--- config.mk ---
export PLATFORM = sky130hd
export DESIGN_NAME = fifo_pkt_writer_flat
export DESIGN_NICKNAME = d
export VERILOG_FILES = /design/src/rtl/pkt_filter_pkg.sv /design/src/rtl/fifo_pkt_writer_if.sv /design/src/rtl/fifo_pkt_writer_sat_counter.sv /design/src/rtl/fifo_pkt_writer.sv /design/src/flat_wrapper.sv
export SDC_FILE = /design/constraint.sdc
export NUM_CORES = 1
export LEC_CHECK = 0
export CAP_MARGIN = 20
export CORE_UTILIZATION = 40
export DETAILED_ROUTE_END_ITERATION = 12
export GPL_ROUTABILITY_DRIVEN = 0
export PLACE_DENSITY = 0.81
export SETUP_SLACK_MARGIN = 0.2
export SYNTH_ARGS = -nofsm -noshare
export SYNTH_HDL_FRONTEND = slang
export SYNTH_HIERARCHICAL = 1
export SYNTH_SLANG_ARGS = --single-unit
export TNS_END_PERCENT = 20
--- constraint.sdc ---
create_clock -name clk -period 2.3 [get_ports clk]
set_clock_uncertainty 0.15 [all_clocks]
set_input_delay 0.575 -clock clk [delete_from_list [all_inputs] [get_ports clk]]
set_output_delay 0.575 -clock clk [all_outputs]
set_load 0.005 [all_outputs]
--- src/rtl/pkt_filter_pkg.sv ---
// Shared types and defaults for the packet-granular FIFO write controller.
package pkt_filter_pkg;

  typedef enum logic [1:0] {
    IDLE,
    WRITE,
    WAIT_VERDICT,
    DISCARD
  } pkt_wr_state_t;

  localparam int CNT_WIDTH_DEFAULT = 16;

endpackage

--- src/rtl/fifo_pkt_writer_if.sv ---
// Ingress stream, filter verdict, FIFO write port and status bundle of the packet writer.
// The writer sits on the slave side; the surrounding system (stream source, filter, FIFO) is the master.
interface fifo_pkt_writer_if #(
  parameter int ADDR_WIDTH = 11,
  parameter int W_EL       = 20,
  parameter int CNT_WIDTH  = 16
);

  logic [W_EL-1:0]       in_data;
  logic                  in_valid;
  logic                  in_sop;
  logic                  in_eop;
  logic                  in_ready;
  logic                  verdict_valid;
  logic                  verdict_drop;
  logic [W_EL-1:0]       fifo_wdata;
  logic                  fifo_wen;
  logic                  fifo_full;
  logic [ADDR_WIDTH:0]   fifo_wptr;
  logic                  fifo_wrst;
  logic [ADDR_WIDTH:0]   fifo_rst_wptr;
  logic [ADDR_WIDTH:0]   commit_ptr;
  logic                  commit_strobe;
  logic [CNT_WIDTH-1:0]  pkt_count;
  logic [CNT_WIDTH-1:0]  drop_count;

  modport slave (
    input  in_data, in_valid, in_sop, in_eop,
    output in_ready,
    input  verdict_valid, verdict_drop,
    output fifo_wdata, fifo_wen,
    input  fifo_full, fifo_wptr,
    output fifo_wrst, fifo_rst_wptr,
    output commit_ptr, commit_strobe, pkt_count, drop_count
  );

  modport master (
    output in_data, in_valid, in_sop, in_eop,
    input  in_ready,
    output verdict_valid, verdict_drop,
    input  fifo_wdata, fifo_wen,
    output fifo_full, fifo_wptr,
    input  fifo_wrst, fifo_rst_wptr,
    input  commit_ptr, commit_strobe, pkt_count, drop_count
  );

endinterface

--- src/rtl/fifo_pkt_writer_sat_counter.sv ---
// Up-counter that sticks at all-ones instead of wrapping.
module sat_counter #(
  parameter int WIDTH = 16
) (
  input  logic             clk,
  input  logic             reset,
  input  logic             inc,
  output logic [WIDTH-1:0] count
);

  always_ff @(posedge clk) begin
    if (reset) begin
      count <= '0;
    end else if (inc && (count != '1)) begin
      count <= count + 1'b1;
    end
  end

endmodule

--- src/rtl/fifo_pkt_writer.sv ---
// Speculative packet writer: streams a packet into the FIFO, then commits it or rewinds the
// FIFO write pointer to the packet start depending on the filter verdict or an overflow.
module fifo_pkt_writer
  import pkt_filter_pkg::*;
#(
  parameter int ADDR_WIDTH = 11,
  parameter int W_EL       = 20,
  parameter int CNT_WIDTH  = CNT_WIDTH_DEFAULT
) (
  input logic              clk,
  input logic              reset,
  fifo_pkt_writer_if.slave bus
);

  localparam int PW = ADDR_WIDTH + 1;

  pkt_wr_state_t state, next_state;

  logic [PW-1:0]        start_ptr;
  logic [PW-1:0]        commit_ptr_q;
  logic                 commit_strobe_q;
  logic                 verdict_seen;
  logic                 verdict_is_drop;
  logic [W_EL-1:0]      wdata;
  logic [CNT_WIDTH-1:0] pkt_count_w;
  logic [CNT_WIDTH-1:0] drop_count_w;

  logic accepted;
  logic write_phase;
  logic sop_accept;
  logic wen;
  logic overflow;
  logic verdict_here;
  logic verdict_drop_eff;
  logic do_commit;
  logic do_drop;
  logic latch_load;

  always_comb begin
    next_state       = state;
    accepted         = bus.in_valid && (state != WAIT_VERDICT);
    write_phase      = ((state == IDLE) && bus.in_sop) || (state == WRITE);
    sop_accept       = accepted && (state == IDLE) && bus.in_sop;
    wen              = accepted && write_phase && !bus.fifo_full;
    overflow         = accepted && write_phase && bus.fifo_full;
    // An already latched verdict outranks anything strobed while waiting.
    verdict_here     = verdict_seen || bus.verdict_valid;
    verdict_drop_eff = verdict_seen ? verdict_is_drop : bus.verdict_drop;
    do_commit        = (state == WAIT_VERDICT) && verdict_here && !verdict_drop_eff;
    do_drop          = (state == WAIT_VERDICT) && verdict_here && verdict_drop_eff;
    latch_load       = bus.verdict_valid && !verdict_seen &&
                       (sop_accept || (state == WRITE) || (state == WAIT_VERDICT));

    case (state)
      IDLE, WRITE: begin
        if (accepted && write_phase) begin
          if (overflow) begin
            next_state = bus.in_eop ? IDLE : DISCARD;
          end else begin
            next_state = bus.in_eop ? WAIT_VERDICT : WRITE;
          end
        end
      end
      WAIT_VERDICT: begin
        if (verdict_here) begin
          next_state = IDLE;
        end
      end
      DISCARD: begin
        if (accepted && bus.in_eop) begin
          next_state = IDLE;
        end
      end
      default: next_state = IDLE;
    endcase
  end

  always_ff @(posedge clk) begin
    if (reset) begin
      state <= IDLE;
    end else begin
      state <= next_state;
    end
  end

  always_ff @(posedge clk) begin
    if (reset) begin
      verdict_seen    <= 1'b0;
      verdict_is_drop <= 1'b0;
    end else if (do_commit || do_drop || overflow) begin
      verdict_seen    <= 1'b0;
      verdict_is_drop <= 1'b0;
    end else if (latch_load) begin
      verdict_seen    <= 1'b1;
      verdict_is_drop <= bus.verdict_drop;
    end
  end

  always_ff @(posedge clk) begin
    if (reset) begin
      start_ptr       <= '0;
      commit_ptr_q    <= '0;
      commit_strobe_q <= 1'b0;
    end else begin
      commit_strobe_q <= do_commit;
      if (sop_accept) begin
        start_ptr <= bus.fifo_wptr;
      end
      if (do_commit) begin
        commit_ptr_q <= bus.fifo_wptr;
      end
    end
  end

  sat_counter #(.WIDTH(CNT_WIDTH)) u_pkt_count (
    .clk   (clk),
    .reset (reset),
    .inc   (do_commit),
    .count (pkt_count_w)
  );

  sat_counter #(.WIDTH(CNT_WIDTH)) u_drop_count (
    .clk   (clk),
    .reset (reset),
    .inc   (overflow || do_drop),
    .count (drop_count_w)
  );

  // An overflow on the sop beat itself has not yet loaded start_ptr; nothing was written, so the live pointer is the start.
  assign bus.fifo_rst_wptr = (state == IDLE) ? bus.fifo_wptr : start_ptr;

  assign wdata             = bus.in_data;
  assign bus.fifo_wdata    = wdata;
  assign bus.fifo_wen      = wen;
  assign bus.fifo_wrst     = overflow || do_drop;
  assign bus.in_ready      = (state != WAIT_VERDICT);
  assign bus.commit_ptr    = commit_ptr_q;
  assign bus.commit_strobe = commit_strobe_q;
  assign bus.pkt_count     = pkt_count_w;
  assign bus.drop_count    = drop_count_w;

endmodule

--- src/flat_wrapper.sv ---
// flat-port wrapper written by rule: the top's interface ports become plain ports
module fifo_pkt_writer_flat import pkt_filter_pkg::*;
#(
  parameter int ADDR_WIDTH = 11,
  parameter int W_EL       = 20,
  parameter int CNT_WIDTH  = CNT_WIDTH_DEFAULT
)
  (clk, reset, bus_in_data, bus_in_valid, bus_in_sop, bus_in_eop, bus_in_ready, bus_verdict_valid, bus_verdict_drop, bus_fifo_wdata, bus_fifo_wen, bus_fifo_full, bus_fifo_wptr, bus_fifo_wrst, bus_fifo_rst_wptr, bus_commit_ptr, bus_commit_strobe, bus_pkt_count, bus_drop_count);
  fifo_pkt_writer_if #(.ADDR_WIDTH(ADDR_WIDTH), .W_EL(W_EL), .CNT_WIDTH(CNT_WIDTH)) bus_i ();
  input logic clk;
  input logic reset;
  input wire logic [$bits(bus_i.in_data)-1:0] bus_in_data;
  input wire logic [$bits(bus_i.in_valid)-1:0] bus_in_valid;
  input wire logic [$bits(bus_i.in_sop)-1:0] bus_in_sop;
  input wire logic [$bits(bus_i.in_eop)-1:0] bus_in_eop;
  output wire logic [$bits(bus_i.in_ready)-1:0] bus_in_ready;
  input wire logic [$bits(bus_i.verdict_valid)-1:0] bus_verdict_valid;
  input wire logic [$bits(bus_i.verdict_drop)-1:0] bus_verdict_drop;
  output wire logic [$bits(bus_i.fifo_wdata)-1:0] bus_fifo_wdata;
  output wire logic [$bits(bus_i.fifo_wen)-1:0] bus_fifo_wen;
  input wire logic [$bits(bus_i.fifo_full)-1:0] bus_fifo_full;
  input wire logic [$bits(bus_i.fifo_wptr)-1:0] bus_fifo_wptr;
  output wire logic [$bits(bus_i.fifo_wrst)-1:0] bus_fifo_wrst;
  output wire logic [$bits(bus_i.fifo_rst_wptr)-1:0] bus_fifo_rst_wptr;
  output wire logic [$bits(bus_i.commit_ptr)-1:0] bus_commit_ptr;
  output wire logic [$bits(bus_i.commit_strobe)-1:0] bus_commit_strobe;
  output wire logic [$bits(bus_i.pkt_count)-1:0] bus_pkt_count;
  output wire logic [$bits(bus_i.drop_count)-1:0] bus_drop_count;
  assign bus_i.in_data = bus_in_data;
  assign bus_i.in_valid = bus_in_valid;
  assign bus_i.in_sop = bus_in_sop;
  assign bus_i.in_eop = bus_in_eop;
  assign bus_in_ready = bus_i.in_ready;
  assign bus_i.verdict_valid = bus_verdict_valid;
  assign bus_i.verdict_drop = bus_verdict_drop;
  assign bus_fifo_wdata = bus_i.fifo_wdata;
  assign bus_fifo_wen = bus_i.fifo_wen;
  assign bus_i.fifo_full = bus_fifo_full;
  assign bus_i.fifo_wptr = bus_fifo_wptr;
  assign bus_fifo_wrst = bus_i.fifo_wrst;
  assign bus_fifo_rst_wptr = bus_i.fifo_rst_wptr;
  assign bus_commit_ptr = bus_i.commit_ptr;
  assign bus_commit_strobe = bus_i.commit_strobe;
  assign bus_pkt_count = bus_i.pkt_count;
  assign bus_drop_count = bus_i.drop_count;
  fifo_pkt_writer #(.ADDR_WIDTH(ADDR_WIDTH), .W_EL(W_EL), .CNT_WIDTH(CNT_WIDTH)) u_core (.clk(clk), .reset(reset), .bus(bus_i));
endmodule
# == Word level (Yosys, flattened, before mapping) ==
# Index checks and enable logic that the tools add are counted.
# Widths: inputs -> output; s select.
# word_totals
ff_bits,61
inputBits,40
out_inout_bits,80
elab_cells,57
# classes
addsub,2
n_eq_ne,9
mux,9
n_reduce_logical,29
# ops
op,n
$add 16x1->16 const B,2
$ne 16x16->1 const B,2
$logic_and 1x1->1,15
$mux 12,1
$mux 2,6
$logic_or 1x1->1,7
$ne 2x1->1 const B,3
$pmux 2 s3,1
$eq 2x2->1 const B,2
$reduce_or 2->1,2
$logic_not 1->1,3
$reduce_and 3->1,1
$eq 2x1->1 const B,1
$logic_not 2->1,1
$ne 2x2->1 const B,1
$mux 1,1

# == Longest topological paths before layout ==
# Gate-level depths: netlist (run 1).
# logic_depth
word_depth,8
depth_mapped,8
ltp_nobuf,7

# == By module ==
# The synthesis (run 1) kept the hierarchy.
# modules_own_cells
module,instances,cells_per_inst,area_per_inst_um2,seq_area_each_um2
sat_counter,2,99,848.3,320.3
fifo_pkt_writer,1,181,1612.8,580.6

# == Worst setup path before layout (run 1) ==
# Ideal clock, no wire load.
# synth_timing
kind,input-to-reg
startpoint,input bus_verdict_drop
endpoint,register u_core.u_pkt_count.count[7]
setup_ps,70
arrival_time_ps,2209
required_ps,2080
path_slack_ps,-130
path_stages,7
n_path_buf,2
cell_sequence,or3b_4 -> a21oi_4 -> buf_12 -> nand2_1 -> clkbuf_1 -> or4_1 -> a21oi_1
# synth_between
elab_chain_cells,4
# synth_rtl
item,line,text
"start, declared",flat_wrapper.sv:18,input wire logic [$bits(bus_i.verdict_drop)-1:0] bus_verdict_drop;
$mux 1,fifo_pkt_writer.sv:48,verdict_drop_eff = verdict_seen ? verdict_is_drop : bus.verdict_drop;
$logic_not 1->1,fifo_pkt_writer.sv:49,do_commit = (state == WAIT_VERDICT) && verdict_here && !verdict_drop_eff;
$logic_and 1x1->1,fifo_pkt_writer.sv:49,
via u_core.do_commit,fifo_pkt_writer.sv:35,logic do_commit;
$logic_and 1x1->1,fifo_pkt_writer_sat_counter.sv:14,end else if (inc && (count != '1)) begin
"end signal, assigned",fifo_pkt_writer_sat_counter.sv:15,count <= count + 1'b1;
"end, declared",fifo_pkt_writer_sat_counter.sv:8,output logic [WIDTH-1:0] count
# The timed path passes the listed nets, and every way through them passes these cells.
# A chain may end at the register's enable or synchronous reset.

# == Worst setup path after layout (run 1) ==
# layout_timing
startpoint,register u_core.state[1]
endpoint,output bus_fifo_rst_wptr[0]
# layout_between
elab_chain_cells,2
# layout_rtl
item,line,text
"start, declared",fifo_pkt_writer.sv:17,"pkt_wr_state_t state, next_state;"
"start signal, assigned",fifo_pkt_writer.sv:82,state <= next_state;
$logic_not 2->1,fifo_pkt_writer.sv:130,assign bus.fifo_rst_wptr = (state == IDLE) ? bus.fifo_wptr : start_ptr;
$mux 12,fifo_pkt_writer.sv:130,
"end, declared",flat_wrapper.sv:24,output wire logic [$bits(bus_i.fifo_rst_wptr)-1:0] bus_fifo_rst_wptr;
# Every way passes these cells.

==> impl_metrics.ini, run 1 <==
[detailed_routing]
vias_per_cell = 5.46
wl_met1_mm = 3.69
routed_wl_mm = 8.89
wire_per_inst_microns = 15.1
drtIter0Drc = 106
wl_met2_mm = 4.62
ant_nets = 0
route.detailed.drc = 0
dr.pass1.iters = 4
dr_wl_met3_microns = 400
vias = 3221
top_layer = met4

[global_routing]
grt_overflow = 0
grt_max_degree = 30
antenna_found_initial = 0
grtUsageTotal_pct = 21.1
first_global_vias = 3072
grt_pass1_wl_mm = 14.4

[cells_and_area]
syn_to_final_growth_pct = 46.2
n_fill_cell = 664
final_area_sq_mm = 0.00484
diodes = 0
fin_util_pct = 61.7
final_common_cell = clkdlybuf4s50_1
mostFrequentLayoutCells = clkdlybuf4s50_1 (55), dfxtp_1 (47), buf_4 (39)
drive_gt1_share_pct = 29.3
fin_nets = 528

[floorplanning]
initial_core_util_pct = 42.2
die-area_sq_mm = 0.00864
rows = 32
design.core.area_sq_mm = 0.00785
die_y_microns = 93.0
die_x_microns = 93.0
ios = 120

[power_and_ir_drop]
power_leakage_nw = 1.79
p_int_w = 0.00180
netSwitchingPower_w = 0.000587
peakVddDrop_mv = 0.250
swShare_pct = 24.6
pwr-share-comb_pct = 17.1
sequentialPowerShare_pct = 46.0
pwr-share-clk_pct = 36.9
pwr_density_cell_mw_per_mm2 = 492

[yosys]
post_synth.cell_area_avg_sq_um = 8.73
synth_nets = 423
ys_seq_area_share_pct = 36.9
yosys.area.top_type_share_pct = 36.9
synth-edff-count = 0
synth.distinct_cells = 50
ys.flop_type = dfxtp_1
netlist_instances = 379
synth_area_sq_mm = 0.00331
synth.area.top_cells = dfxtp_1 (37%), a21oi_1 (5.1%), nand2b_1 (5.1%), buf_4 (4.5%), mux2i_1 (4.2%)
synthArstFlopShare_pct = 0
ys_ff_latch = 61
yosysTopAreaCell = dfxtp_1
synth_warnings = 6

[critical_path]
crit_type = flip-flop to primary output
cp.arrival_ns = 1.55
required_ns = 1.57
regToRegSetupSlack_ns = 0.15
startpoint_type = flip-flop
endpoint_kind = primary output
worst-path-max-fanout = 5

[placement]
dpl_cell_area_sq_mm = 0.00435
io_buffers = 79
dpl_worst_slack_ns = -0.476
dp_hpwl_mm = 6.12

[cts]
path_clk_slew_ns = 0.07
postCtsHoldBufs = 0
htree_levels = 3
clockBufferDepth = 2
clk_latency_ns = 0.33
numCtsBuffers = 9
tritoncts = done
cts_sinks = 61
cts-root-buf = clkbuf_8

[timing]
hold_viol = 0
layout_setup_ws_ns = 0.0244
slew_violations = 0
hold_slack_ns = 0.310
fmax_ghz = 0.439
min_period_ns = 2.28
period_share_pct = 98.9
setup_viol = 0
rsz0062_at_grt = true
slew_headroom_pct = 65.0
worst_pin_slew_ns = 0.525

[hold_path]
hp-class = flip-flop to flip-flop

[job]
max-cap-violations = 0

[status]
outcome = complete, no violations
## per-stage QoR
stage / TNS [ns] / total power [W] / instances
finish: 0 / 0.00238 / 590
global placement: -12.93 / 0.00142 / 564
detailed placement: -14.99 / 0.00143 / 564
CTS: 0 / 0.00236 / 589
floorplan: -0.0383 / 0.00128 / 379
global route: -0.0381 / 0.00248 / 590
## state kept, by name (all words and copies together) (netlist names)
name and cells:
u_core/bus.commit_ptr 12, u_core/bus.commit_strobe 1, u_core/verdict_seen 1, u_core/u_pkt_count/count 16
u_core/u_drop_count/count 16, u_core/state 2, u_core/verdict_is_drop 1, u_core/start_ptr 12
## final cells by class
type | instances | area (sq um) | area share [%]
Clock inverter | 1 | 5.00 | 0.103
Inverter | 10 | 40.0 | 0.827
Tap cell | 102 | 128 | 2.64
Multi-Input combinational cell | 270 | 2000 | 41.4
Clock buffer | 14 | 173 | 3.57
Sequential cell | 61 | 1240 | 25.6
Timing Repair Buffer | 132 | 1250 | 25.9
## worst max-delay path, stage by stage, from the launching register on
cell and delay (ns):
dfxtp_2 0.33, nor2_4 0.15, buf_6 0.15, buf_6 0.09
buf_6 0.08, mux2_4 0.30, buf_6 0.12
## cell usage after synthesis, types with 2 or more instances
cell type,instances
nand3b_1,2
buf_4,20
or3_1,6
or4_1,14
a21oi_1,34
o21ai_0,8
o41ai_1,2
nand2_2,2
nand3_1,13
inv_1,9
mux2i_1,14
o21a_1,2
clkbuf_1,9
mux2_1,12
nand4_1,7
nand2b_1,27
dfxtp_1,61
o31ai_1,12
nor4_4,2
nor2_1,15
a31oi_1,2
buf_2,6
ha_1,4
nand2_1,37
mux2_2,2
nor4_1,5
buf_1,2
and3_1,2
nor4bb_1,2
nor2b_1,6
and4_1,6
nand4_4,2
o311ai_0,2
o2111ai_1,2
xnor2_1,4
nor3_1,10
## power by group through the flow
stage | registers (W) | logic (W) | clock network [W]
after floorplan | 0.00111 | 0.000164 | 0
after global placement | 0.00111 | 0.000308 | 0
after detailed placement | 0.00112 | 0.000315 | 0
after CTS | 0.00110 | 0.000374 | 0.000886
after global routing | 0.00110 | 0.000437 | 0.000946
final | 0.00110 | 0.000407 | 0.000879
## final timing paths
| kind | start | to | cells after the start |
|---|---|---|---|
| setup / recovery | u_core/state[1] | bus_fifo_rst_wptr[0] | 6 |
| hold / removal | u_core/start_ptr[10] | u_core/start_ptr[10] | 2 |
| setup reg to reg | u_core/state[1] | u_core/u_drop_count/count[6] | 11 |
| hold reg to reg | u_core/start_ptr[10] | u_core/start_ptr[10] | 2 |
## metal layers
metal	GRT usage [%]	vias up
met5	0	-
met4	9.23	0
met3	4.11	23
met2	37.9	80
met1	24.0	1546
li1	-	1572
## kinds of logic after synthesis
| group | count (synthesis) | synth area share [%] |
|---|---|---|
| xor gates and xnor gates | 4 | 1.06 |
| adders and majority gates | 4 | 1.51 |
| DFF | 61 | 36.9 |
| buffers and inverters | 48 | 8.43 |
| muxes | 28 | 9.00 |
| AOI/OAI and AO/OA | 72 | 13.6 |
| and+or+nand+nor | 162 | 29.5 |
## what timing repair did
action / 4_1_cts / 5_1_grt
setup endpoints to repair: 51 / 46
pin swaps: 10 / 8
resized for setup: 110 / 41
buffers inserted: 9 / 1
gates cloned: 1 / 0
(Power assumes the default switching activity.)
==> run 2, diff against run 1 <==
- GPL_ROUTABILITY_DRIVEN: 0 -> not set
==> run 2 against run 1 <==
Net effect: clock power is 10% higher; fmax is 3.9% higher; final cell count increased by 0.68%; worst setup slack better by 0.085 ns; critical endpoint is now bus_fifo_rst_wptr[6]; non-clock buffer count up 5; via count is 0.75% higher.
==> impl_metrics.ini, run 2 (synthesized netlist as in run 1, its figures left out) <==
[job]
max-cap-violations = 0

[hold_path]
holdPathEnd = u_core/start_ptr[10]
worstHoldStart = u_core/start_ptr[10]
holdPathStages = 2
hp-class = flip-flop to flip-flop

[critical_path]
cp.arrival_ns = 1.47
worst-path-max-fanout = 3
r2r-start = u_core/u_pkt_count/count[10]
startpoint_type = flip-flop
path_cells = nor2_4 > buf_6 > buf_6 > mux2_4 > buf_6
crit_path_top_delay_cell = dfxtp_2
required_ns = 1.57
cp_common_cell = buf_6
endpoint_kind = primary output
r2r_cells = 4
regToRegSetupSlack_ns = 0.21
crit_type = flip-flop to primary output
r2r-end = u_core/u_pkt_count/count[15]
slowest_delay_ns = 0.33

[floorplanning]
die_y_microns = 93.0
rows = 32
design.core.area_sq_mm = 0.00785
initial_core_util_pct = 42.2
die_x_microns = 93.0
die-area_sq_mm = 0.00864
ios = 120

[global_routing]
grt_overflow = 0
first_global_vias = 3064
grt_pass1_wl_mm = 14.0
antenna_found_initial = 0
grt_max_degree = 30
grtUsageTotal_pct = 20.5

[cts]
cts-root-buf = clkbuf_8
path_clk_slew_ns = 0.06
clockBufferDepth = 2
htree_levels = 3
tritoncts = done
numCtsBuffers = 9
clk_latency_ns = 0.33
cts_sinks = 61

[detailed_routing]
route.detailed.drc = 0
wire_per_inst_microns = 15.4
drtIter0Drc = 107
vias_per_cell = 5.46
dr.pass1.iters = 4
routed_wl_mm = 9.13
ant_nets = 0
vias = 3245

[power_and_ir_drop]
peakVddDrop_mv = 0.236
power_w = 0.00244
swShare_pct = 23.1
p_int_w = 0.00188
pwr_density_cell_mw_per_mm2 = 502
pwr-share-clk_pct = 39.6
sequentialPowerShare_pct = 44.9
pwr-share-comb_pct = 15.5
power_leakage_nw = 1.82
netSwitchingPower_w = 0.000564

[placement]
io_buffers = 79
gp_congestion = 0.863
dp_hpwl_mm = 6.14
dp.cells = 566

[cells_and_area]
reg.largest.list = u_core/u_drop_count/count (16), u_core/u_pkt_count/count (16)
stdcell_count = 594
drive_gt1_share_pct = 27.6
final_common_cell = dfxtp_1
mostFrequentLayoutCells = dfxtp_1 (58), clkdlybuf4s50_1 (56), buf_4 (44)
n_fill_cell = 672
diodes = 0
fin_nets = 533
syn_to_final_growth_pct = 47.1

[timing]
slew_headroom_pct = 65.7
worst_pin_slew_ns = 0.508
fmax_ghz = 0.456
rsz0062_at_grt = true
min_period_ns = 2.19
setup_viol = 0
slew_violations = 0
period_share_pct = 95.2
setup_tns_ns = 0
hold_viol = 0

[status]
outcome = complete, no violations
-- run 2: cell count changes in the layout (fill, tap and decap cells not counted), moves of 2 or more --
cell / delta
dfxtp_1: +11
buf_4: +5
dfxtp_2: -11
buf_6: -7
o311ai_0: +2
mux2_1: +2
clkbuf_2: +3
buf_2: +3
o311ai_1: -2
-- run 2: how the worst max path moves through the flow --
| stage | start | endpoint | depth (start not counted) |
|---|---|---|---|
| 2_1_floorplan | bus_verdict_drop | u_core/u_pkt_count/count[6] | 7 |
| 3_3_place_gp | bus_verdict_valid | u_core/u_pkt_count/count[6] | 8 |
| 3_5_place_dp | bus_verdict_valid | u_core/u_pkt_count/count[6] | 8 |
| 4_1_cts | bus_fifo_wptr[7] | bus_fifo_rst_wptr[7] | 3 |
| 5_1_grt | u_core/state[1] | bus_fifo_rst_wptr[6] | 5 |
| 6_report | u_core/state[1] | bus_fifo_rst_wptr[6] | 5 |
-- run 2: final cells by class --
class	instances	area [sq um]	area share, %
multi-input cells	270	2010	41.3
inverters	10	40.0	0.822
flip-flops and latches	61	1230	25.2
well taps	102	128	2.62
clock inverters	1	30.0	0.617
repair buffers	137	1260	25.9
clock buffers	13	169	3.47
-- run 2: worst max-delay path, delay by kind of cell (launching register included) --
kind / cells / cell delay, ns
buffers and inverters: 3 / 0.36
flip-flops: 1 / 0.33
multiplexers: 1 / 0.30
AND/OR/NAND/NOR: 1 / 0.15
-- run 2: layer usage --
metal	wire length, microns	vias to the layer above	global-route usage, %
li1	-	1580	-
met1	3840	1542	23.2
met2	4660	95	36.7
met3	439	28	3.94
met4	186	0	9.49
met5	0	-	0
-- run 2: through the flow --
step	hold WS (ns)	utilization, %	setup slack (ns)	area [sq um]
floorplan	0.282	-	-0.0286	3350
global placement	0.289	55.5	-0.413	4350
detailed placement	0.296	55.5	-0.488	4350
CTS	0.309	60.0	0.0581	4710
global route	0.331	62.0	0.0725	4870
finish	0.305	62.0	0.109	4870
-- run 2: power by group through the flow --
stage / Combinational [W] / Clock [W] / Sequential, W
floorplan: 0.000164 / 0 / 0.00111
global placement: 0.000306 / 0 / 0.00112
detailed placement: 0.000312 / 0 / 0.00112
CTS: 0.000361 / 0.000994 / 0.00110
global route: 0.000407 / 0.00103 / 0.00110
finish: 0.000379 / 0.000969 / 0.00110
-- run 2: what timing repair did --
item | in CTS | in global routing
pin swaps | 6 | 12
gates resized for setup | 91 | 37
gates cloned | 1 | 0
hold buffers | 0 | 0
endpoints found under the setup margin | 44 | 51
buffers inserted | 8 | 5
==> run 3, diff against run 2 <==
- clock period: 2.3 -> 1.8 ns (I/O delays scaled with it)
==> run 3 against run 2 <==
Net effect: the flow now finishes with violations (negative setup slack); global-route usage grew 3.8 points; clock power is 9% higher; first-iteration DRC count grew 60%; worst setup slack worse by 0.47 ns; power grew 23%; sequential power is 26% higher; hold slack gained 0.0046 ns; critical path depth unchanged; highest routed layer unchanged.
==> impl_metrics.ini, run 3 (synthesized netlist as in run 1, its figures left out) <==
[status]
outcome = complete, but fails checks
violations = negative setup slack

[cells_and_area]
reg.largest.list = u_core/u_drop_count/count (16), u_core/u_pkt_count/count (16)
final_area_sq_mm = 0.00532
n_fill_cell = 606
drive_gt1_share_pct = 48.7
mostFrequentLayoutCells = buf_4 (78), nand2_1 (35), buf_6 (33)
fin_nets = 577
diodes = 0
syn_to_final_growth_pct = 60.8
final_common_cell = buf_4

[floorplanning]
die-area_sq_mm = 0.00864
die_y_microns = 93.0
rows = 32
design.core.area_sq_mm = 0.00785
die_x_microns = 93.0
initial_core_util_pct = 42.2
ios = 120

[critical_path]
r2r-start = u_core/state[0]
cp_common_cell = buf_6
regToRegSetupSlack_ns = -0.36
r2r_cells = 9
startpoint_type = flip-flop
path_cells = nor2_4 > buf_6 > buf_6 > mux2_4 > buf_6
cp.arrival_ns = 1.56
worst-path-max-fanout = 6
worstSetupStartpoint = u_core/state[0]
cp_num_cells = 5
cp_top_family = buffers and inverters
required_ns = 1.20
slowest_delay_ns = 0.37
endpoint_kind = primary output
cp_num_buf_inv = 3
crit_path_top_delay_cell = dfxtp_4
r2r-end = u_core/u_pkt_count/count[8]
crit_type = flip-flop to primary output

[timing]
slew_headroom_pct = 71.6
setup_viol = 47
worst_pin_slew_ns = 0.423
period_share_pct = 120
slew_violations = 0
hold_viol = 0
rsz0062_at_grt = true
hold_slack_ns = 0.310
min_period_ns = 2.16
layout_setup_ws_ns = -0.359
fmax_ghz = 0.463

[detailed_routing]
wire_per_inst_microns = 16.6
vias = 3517
vias_per_cell = 5.50
dr.pass1.iters = 4
routed_wl_mm = 10.7
route.detailed.drc = 0
ant_nets = 0
drtIter0Drc = 171

[global_routing]
grt_pass1_wl_mm = 16.5
grt_overflow = 0
first_global_vias = 3398
antenna_found_initial = 0
grtUsageTotal_pct = 24.3
grt_max_degree = 65

[cts]
htree_levels = 3
clk_latency_ns = 0.34
cts-root-buf = clkbuf_8
cts_sinks = 61
clockBufferDepth = 2
postCtsHoldBufs = 0
tritoncts = done
numCtsBuffers = 9
path_clk_slew_ns = 0.07

[job]
max-cap-violations = 0

[power_and_ir_drop]
power_leakage_nw = 2.22
pwr_density_cell_mw_per_mm2 = 564
peakVddDrop_mv = 0.412
power_w = 0.00300

[placement]
io_buffers = 79
dp_hpwl_mm = 6.50
dpl_cell_area_sq_mm = 0.00464
gp_congestion = 0.919

[hold_path]
worstHoldStart = u_core/start_ptr[7]
hp-class = flip-flop to flip-flop
holdPathStages = 2
holdPathEnd = u_core/start_ptr[7]
run 3: cell type report:
type / instances / area (sq um) / area share [%]
inverters: 10 / 37.5 / 0.706
flip-flops and latches: 61 / 1290 / 24.3
well taps: 102 / 128 / 2.40
clock inverters: 7 / 42.5 / 0.800
repair buffers: 181 / 1540 / 28.9
multi-input cells: 270 / 2160 / 40.5
clock buffers: 9 / 124 / 2.33
run 3: per-layer routing:
metal | GRT usage [%] | routed length, microns
met2 | 42.5 | 5460
met4 | 9.62 | 270
met3 | 4.27 | 503
met5 | 0 | 0
met1 | 29.2 | 4420
run 3: repair_timing:
| action | in CTS | in global routing |
|---|---|---|
| buffers inserted | 16 | 4 |
| gates resized for setup | 295 | 35 |
| gates cloned | 1 | 1 |
| setup endpoints to repair | 110 | 76 |
| pin swaps | 32 | 7 |
run 3: metrics by stage:
stage                     utilization (%)  cells  setup WS, ns  TNS (ns)
after floorplan                         -    379        -0.404     -6.79
after global placement               59.1    602        -0.807    -37.08
after detailed placement             59.1    602        -0.856    -40.64
after CTS                            66.3    635        -0.339     -9.93
after global routing                 67.8    640        -0.411    -14.44
final                                67.8    640        -0.359    -11.22
run 3: worst max-delay path by stage:
stage                                              end  slack, ns
after global routing       u_core/u_pkt_count/count[6]      -0.41
final                             bus_fifo_rst_wptr[2]      -0.36
after global placement     u_core/u_pkt_count/count[6]      -0.81
after CTS                         bus_fifo_rst_wptr[2]      -0.34
after floorplan            u_core/u_pkt_count/count[6]      -0.40
after detailed placement  u_core/u_pkt_count/count[11]      -0.86
run 3: worst reg2reg max path: cells and delay by family (launching register included):
family          cells  cell delay (ns)
buf+inv             3             0.43
xor+xnor            1             0.19
compound gates      2             0.34
simple gates        3             0.61
flops               1             0.37
run 3: where the power goes:
| part | switching (W) | leakage [nW] | internal, W | total (W) |
|---|---|---|---|---|
| clock | 0.000570 | 0.0808 | 0.000488 | 0.00106 |
| sequential | 0.0000229 | 0.515 | 0.00137 | 0.00139 |
| combinational | 0.000228 | 1.63 | 0.000326 | 0.000553 |
